<file path="src/rtl/spi_master_xfer.sv">
// ============================================================================
// Module   : spi_master_xfer
// Brief    : SPI mode-0 master that exchanges transfer-buffer bytes in place.
//            Define SPI_MASTER_XFER_LSB_FIRST_EN to add the lsb_first port.
// Revision : 1.0
// ============================================================================
`default_nettype none

module spi_master_xfer #(
    parameter int NUM_BYTES = 8192,
    parameter int CLK_DIV   = 4
) (
    input  logic                         clk,
    input  logic                         rst_n,
    input  logic                         start,
    input  logic [$clog2(NUM_BYTES)-1:0] start_addr,
    input  logic [$clog2(NUM_BYTES):0]   xfer_len,
`ifdef SPI_MASTER_XFER_LSB_FIRST_EN
    input  logic                         lsb_first,
`endif
    output logic                         busy,
    output logic                         done,
    output logic [$clog2(NUM_BYTES)-1:0] buf_addr,
    output logic [7:0]                   buf_wr_val,
    input  logic [7:0]                   buf_rd_val,
    output logic                         buf_wr_en,
    output logic                         spi_sclk,
    output logic                         spi_mosi,
    input  logic                         spi_miso,
    output logic                         spi_cs_n
);

    localparam int ADDR_BITS = $clog2(NUM_BYTES);
    localparam int DIV_BITS  = $clog2(CLK_DIV + 1);

    localparam logic [DIV_BITS-1:0]  c_DIV_LAST  = DIV_BITS'(CLK_DIV - 1);
    localparam logic [ADDR_BITS-1:0] c_ADDR_LAST = ADDR_BITS'(NUM_BYTES - 1);

    localparam logic [2:0] c_IDLE  = 3'd0;
    localparam logic [2:0] c_FETCH = 3'd1;
    localparam logic [2:0] c_LOAD  = 3'd2;
    localparam logic [2:0] c_SETUP = 3'd3;
    localparam logic [2:0] c_SHIFT = 3'd4;
    localparam logic [2:0] c_STORE = 3'd5;
    localparam logic [2:0] c_HOLD  = 3'd6;

    logic [2:0]           r_state;
    logic [2:0]           w_next_state;
    logic [ADDR_BITS-1:0] r_addr;
    logic [ADDR_BITS:0]   r_remaining;
    logic [7:0]           r_tx;
    logic [7:0]           r_rx;
    logic [2:0]           r_bit_cnt;
    logic [DIV_BITS-1:0]  r_div;
    logic                 r_sclk;
    logic                 r_mosi;
    logic                 r_done;
    logic                 w_div_wrap;
    logic                 w_lsb;

    assign w_div_wrap = (r_div == c_DIV_LAST);

`ifdef SPI_MASTER_XFER_LSB_FIRST_EN
    logic r_lsb;

    always_ff @(posedge clk or negedge rst_n) begin
        if (!rst_n) begin
            r_lsb <= 1'b0;
        end else if (r_state == c_IDLE && start) begin
            r_lsb <= lsb_first;
        end
    end

    assign w_lsb = r_lsb;
`else
    assign w_lsb = 1'b0;
`endif

    always_ff @(posedge clk or negedge rst_n) begin
        if (!rst_n) begin
            r_state <= c_IDLE;
        end else begin
            r_state <= w_next_state;
        end
    end

    always_comb begin
        w_next_state = r_state;
        case (r_state)
            c_IDLE:  if (start && xfer_len != '0) w_next_state = c_FETCH;
            c_FETCH: w_next_state = c_LOAD;
            c_LOAD:  w_next_state = c_SETUP;
            c_SETUP: if (w_div_wrap) w_next_state = c_SHIFT;
            // The falling edge after the eighth sample closes the byte.
            c_SHIFT: if (w_div_wrap && r_sclk && r_bit_cnt == 3'd7) w_next_state = c_STORE;
            c_STORE: w_next_state = (r_remaining != 1) ? c_FETCH : c_HOLD;
            c_HOLD:  if (w_div_wrap) w_next_state = c_IDLE;
            default: w_next_state = c_IDLE;
        endcase
    end

    always_comb begin
        busy       = (r_state != c_IDLE);
        spi_cs_n   = (r_state == c_IDLE);
        buf_wr_en  = (r_state == c_STORE);
        buf_addr   = r_addr;
        buf_wr_val = r_rx;
        spi_sclk   = r_sclk;
        spi_mosi   = r_mosi;
        done       = r_done;
    end

    always_ff @(posedge clk or negedge rst_n) begin
        if (!rst_n) begin
            r_addr      <= '0;
            r_remaining <= '0;
            r_tx        <= '0;
            r_rx        <= '0;
            r_bit_cnt   <= '0;
            r_div       <= '0;
            r_sclk      <= 1'b0;
            r_mosi      <= 1'b0;
            r_done      <= 1'b0;
        end else begin
            r_done <= 1'b0;
            case (r_state)
                c_IDLE: begin
                    if (start) begin
                        if (xfer_len == '0) begin
                            r_done <= 1'b1;
                        end else begin
                            r_addr      <= start_addr;
                            r_remaining <= xfer_len;
                        end
                    end
                end
                c_LOAD: begin
                    r_tx      <= buf_rd_val;
                    r_mosi    <= w_lsb ? buf_rd_val[0] : buf_rd_val[7];
                    r_bit_cnt <= '0;
                    r_div     <= '0;
                end
                c_SETUP: begin
                    r_div <= w_div_wrap ? '0 : r_div + 1'b1;
                end
                c_SHIFT: begin
                    r_div <= w_div_wrap ? '0 : r_div + 1'b1;
                    if (w_div_wrap) begin
                        r_sclk <= ~r_sclk;
                        if (!r_sclk) begin
                            r_rx <= w_lsb ? {spi_miso, r_rx[7:1]} : {r_rx[6:0], spi_miso};
                        end else if (r_bit_cnt != 3'd7) begin
                            r_tx      <= w_lsb ? {1'b0, r_tx[7:1]} : {r_tx[6:0], 1'b0};
                            r_mosi    <= w_lsb ? r_tx[1] : r_tx[6];
                            r_bit_cnt <= r_bit_cnt + 3'd1;
                        end
                    end
                end
                c_STORE: begin
                    r_remaining <= r_remaining - 1'b1;
                    r_div       <= '0;
                    if (r_remaining != 1) begin
                        r_addr <= (r_addr == c_ADDR_LAST) ? '0 : r_addr + 1'b1;
                    end
                end
                c_HOLD: begin
                    r_div <= w_div_wrap ? '0 : r_div + 1'b1;
                    if (w_div_wrap) r_done <= 1'b1;
                end
                default: begin
                    r_div <= '0;
                end
            endcase
        end
    end

endmodule

`default_nettype wire
</file>
<file path="config.mk">
export PLATFORM = sky130hd
export DESIGN_NAME = spi_master_xfer
export DESIGN_NICKNAME = d
export VERILOG_FILES = /design/src/rtl/spi_master_xfer.sv
export SDC_FILE = /design/constraint.sdc
export NUM_CORES = 1
export LEC_CHECK = 0
export ABC_AREA = 0
export BUFFER_PORTS_ARGS = -buffer_cell sky130_fd_sc_hd__buf_2
export CORE_ASPECT_RATIO = 0.5
export CORE_MARGIN = 8
export CORE_UTILIZATION = 48
export CTS_BUF_LIST = sky130_fd_sc_hd__clkbuf_4 sky130_fd_sc_hd__clkbuf_8
export CTS_CLUSTER_SIZE = 30
export DETAILED_ROUTE_END_ITERATION = 7
export PLACE_DENSITY = 0.72
export SLEW_MARGIN = 20
export SYNTH_ARGS = -nofsm -noshare
export SYNTH_HDL_FRONTEND = slang
export SYNTH_SLANG_ARGS = --single-unit
</file>
<file path="constraint.sdc">
create_clock -name clk -period 5.38 [get_ports clk]
set_clock_uncertainty 0.1 [all_clocks]
set_input_delay 1.076 -clock clk [delete_from_list [all_inputs] [get_ports clk]]
set_output_delay 1.076 -clock clk [all_outputs]
set_load 0.05 [all_outputs]
</file>
### Word level (Yosys, flattened, before mapping)

Index checks and enable logic that the tools add are counted.

* bits of input ports: 39
* logic and storage cells: 84
* output and inout port bits: 27
* register bits: 54

* multiplexer cells: 32
* eq/ne operators: 21
* add/subtract/negate cells: 4
* reductions and logical operators: 16
* bitwise gates (word level): 1

Operators with widths (count)
* $mux 13: 4
* $mux 14: 2
* $pmux 14 s2: 1
* $mux 3: 9
* $pmux 13 s2: 1
* $mux 7: 3
* $pmux 3 s7: 1
* $ne 2x2->1 const B: 8
* $logic_not 14->1: 1
* $ne 14x1->1 const B: 1
* $pmux 7 s2: 1
* $reduce_bool 14->1: 1
* $sub 14x1->14 const B: 1
* $add 13x1->13 const B: 1
* $eq 13x13->1 const B: 1
* $eq 3x3->1 const B: 4
* $pmux 3 s2: 2
* $reduce_and 4->1: 3
* $eq 3x2->1 const B: 3
* $add 3x1->3 const B: 2
* $mux 1: 6
* $reduce_and 3->1: 2
* $ne 2x1->1 const B: 2
* $pmux 1 s2: 2
* 9 further kinds: 12

### Logic depth before layout (Yosys ltp)

* depth after elaboration: 5
* mapped depth: 8
* gate-level depth less buffers: 7

### Least setup slack after synthesis

OpenSTA, ideal clock, no wires.

* path type: input to register
* from: in xfer_len[2]
* to: reg r_addr[0] (netlist: buf_addr[0])
* arrival: 2654 ps
* stages on the path: 5
* setup time: 126 ps
* path slack: 2500 ps
* data required time: 5154 ps
* path buffers: 0
* cell sequence: or4_4 > o41a_4 > a22oi_4 > nor3_1 > a221o_1

* longest elaborated chain between the ends: 3

RTL lines
* start, declared: line 17 `input logic [$clog2(NUM_BYTES):0] xfer_len,`
* $logic_not 14->1: line 129 `if (xfer_len == '0) begin`
* $ne 2x2->1 (no line)
* $reduce_and 4->1 (no line)
* end signal, assigned: line 132 `r_addr <= start_addr;`
* end signal, assigned: line 163 `r_addr <= (r_addr == c_ADDR_LAST) ? '0 : r_addr + 1'b1;`
* end, declared: line 49 `logic [ADDR_BITS-1:0] r_addr;`

No other way between the ends.
A chain may end at the register's enable or synchronous reset.

### Worst setup path in the final report

* from: reg r_state[0]
* to: out buf_wr_en

* longest elaborated chain between the ends: 1

RTL lines
* start, declared: line 47 `logic [2:0] r_state;`
* start signal, assigned: line 81 `r_state <= c_IDLE;`
* start signal, assigned: line 83 `r_state <= w_next_state;`
* $eq 3x3->1: line 105 `buf_wr_en = (r_state == c_STORE);`
* end, declared: line 26 `output logic buf_wr_en,`

No other way between the ends.

==> results.sh <==
export IMPL_topRoutingLayerUsed="met4"
export IMPL_worstMarginPinSlew_ns=1.13
export IMPL_hold_path_startpoint="r_bit_cnt[0]"
export IMPL_cp_max_fo=28
export IMPL_drtIter0Drc=222
export IMPL_route_detailed_drc=0
export IMPL_clock_sinks=54
export IMPL_num_fill_cells=552
export IMPL_cts_tree="built"
export IMPL_holdBufCountCts=0
export IMPL_max_freq_mhz=273
export IMPL_fin_area_sq_um=3520
export IMPL_reg2reg_from="buf_addr[0]"
export IMPL_fin_nets=425
export IMPL_rsz0062_at_grt="no"
export IMPL_area_growth_syn_to_layout_pct=16.3
export IMPL_syn_avg_cell_area_sq_um=9.52
export IMPL_power_leakage_uw=0.00158
export IMPL_clk_latency_ns=0.32
export IMPL_ios=66
export IMPL_maxCapViolations=0
export IMPL_portBuffers=65
export IMPL_syn_nets=363
export IMPL_power_density_nw_per_um2=490
export IMPL_period_minus_slack_ns=3.66
export IMPL_synth_edff_count=0
export IMPL_status="finished, final reports clean"
export IMPL_finalSetupViolCount=0
export IMPL_die_w_microns=128
export IMPL_die_area_sq_um=9260
export IMPL_dp_cells=461
export IMPL_wl_per_cell_microns=16.0
export IMPL_crit_start="r_state[0]"
export IMPL_dpl_instance_area_sq_um=3410
export IMPL_synthCells=318
export IMPL_dr_pass1_iters=5
export IMPL_ant_nets=0
export IMPL_fin_ws_ns=1.72
export IMPL_rows=20
export IMPL_antenna_cells=0
export IMPL_vias=2756
export IMPL_route_met3_wl_microns=482
export IMPL_routed_wl_microns=7480
export IMPL_hold_path_class="reg -> reg"
export IMPL_grt_total_usage_pct=16.4
export IMPL_drv_slew=0
export IMPL_yosysWarnings=0
export IMPL_start_util_pct=49.8
export IMPL_path_class="reg -> out"
export IMPL_clk_pin_slew_worst_paths_ns=0.10
export IMPL_crit_required_ns=4.20
export IMPL_end_kind="primary output"
export IMPL_fin_tns_setup_ns=0
export IMPL_clockBufferDepth=2
export IMPL_hold_viol=0
export IMPL_async_reset_ff_share_pct=100
export IMPL_hpwl_microns=5510
export IMPL_final_common_cell="buf_2"
export IMPL_core_sq_um=6080
export IMPL_dp_slack_ns=2.09
export IMPL_fin_cells=469
export IMPL_grt_ovfl_total=0
export IMPL_worstSetupStartpointType="flip-flop"
export IMPL_finalWeightedCongestion=0.859
export IMPL_antenna_found_initial=0
export IMPL_fin_crit_sh_pct=68.0
export IMPL_routedLengthMet1_microns=3500
export IMPL_synth_seq_area_share_pct=44.6
export IMPL_final_cell_mix="buf_2, dfrtp_1, nor2_1, a21oi_1, o21ai_0"
export IMPL_arrival_ns=2.48
export IMPL_grt_max_degree=55
export IMPL_grt_pass1_wl_microns=12400
export IMPL_synthDistinctLibCells=62
export IMPL_cts_resized=0
export IMPL_ys_flop_type="dfrtp_1"
export IMPL_drive_above_1_share_pct=26.0
export IMPL_cts_setup_buffers=0
export IMPL_ys_ff_latch=54
export IMPL_netlist_area_sq_um=3030
export IMPL_htreeDepth=2
export IMPL_max_slew_margin_pct=24.2
export IMPL_fin_util_pct=57.9
export IMPL_cts_buffers=5
export IMPL_ir_worst_vdd_mv=0.209
export IMPL_root_buffer="clkbuf_8"
export IMPL_via_per_inst=5.88
export IMPL_fp_dieH_microns=72.2
export IMPL_wl_met2_microns=3430
export IMPL_grt_pass1_vias=2617
-- cell usage after synthesis (3+ instances only) --
| cell | instances | share of area [%] |
|---|---|---|
| nor2b_1 | 4 | 0.83 |
| nand3_1 | 15 | 2.5 |
| or3_1 | 3 | 0.62 |
| nor2_1 | 40 | 5.0 |
| o31ai_1 | 3 | 0.74 |
| a32oi_1 | 3 | 0.87 |
| a211oi_1 | 3 | 0.74 |
| nor3_1 | 12 | 2.0 |
| dfrtp_1 | 54 | 45 |
| a311oi_1 | 7 | 2.0 |
| a22o_1 | 3 | 0.87 |
| clkbuf_1 | 7 | 0.87 |
| o21ai_0 | 26 | 4.3 |
| ha_1 | 6 | 2.5 |
| o21ai_1 | 5 | 0.83 |
| nand4_1 | 4 | 0.83 |
| mux2_2 | 8 | 3.0 |
| inv_1 | 13 | 1.6 |
| nand2_1 | 16 | 2.0 |
| a21oi_1 | 26 | 4.3 |
| mux2i_1 | 8 | 2.6 |
| and3_1 | 3 | 0.62 |
-- worst paths after layout --
check	endpoint	slack, ns	cells after the start
min	r_bit_cnt[0]	0.40	1
min reg2reg	r_bit_cnt[0]	0.40	1
max in group asynchronous	buf_addr[12]	3.95	2
min in group asynchronous	r_tx[1]	0.76	2
max reg2reg	buf_addr[3]	2.55	6
max	buf_wr_en	1.72	3
-- metal layers --
layer	GRT usage (%)	vias to the layer above
li1	-	1319
met1	21.1	1348
met2	26.6	82
met3	4.68	7
met4	4.57	0
met5	0	-
-- metrics by stage --
step                      power (uW)  hold WS [ns]
after floorplan                 1260         0.357
after global placement          1420         0.386
after detailed placement        1450         0.390
after CTS                       1730         0.409
after global routing            1840         0.432
final                           1730         0.400
-- critical path, stage by stage (launching register included) --
cell	delay, ns
dfrtp_1	0.69
nand2_2	0.45
inv_1	0.63
buf_2	0.38
-- power breakdown --
part           switching (uW)  total (uW)  leakage [uW]  internal [uW]
Combinational             486         719      0.000868            234
Sequential                174         723      0.000658            549
Clock                     146         285     0.0000504            139
-- registers in the layout (all words and copies together) (netlist names), 3 cells and up --
name / flops
r_tx: 7
r_bit_cnt: 3
buf_wr_val: 8
r_div: 3
r_state: 3
buf_addr: 13
r_remaining: 14
-- logic make-up (layout without fill, tap and decap cells) --
kind of cell | after synthesis | count (layout) | share of synthesized area [%]
mux | 16 | 16 | 5.62
simple gates | 112 | 112 | 18.4
xor+xnor | 1 | 1 | 0.289
fa+ha+maj | 6 | 6 | 2.48
flops | 54 | 54 | 44.6
buf+inv | 25 | 88 | 3.93
compound gates | 104 | 104 | 24.6
-- layout make-up --
type                            instances  area [sq um]  share of cell area [%]
Clock buffer                            5          68.8                    1.95
Clock inverter                          3          45.0                    1.28
Inverter                               13          48.8                    1.39
Multi-Input combinational cell        239          1560                    44.2
Sequential cell                        54          1350                    38.4
Tap cell                               88           110                    3.13
Timing Repair Buffer                   67           340                    9.66
No activity file was read; power rests on OpenSTA's default activity.
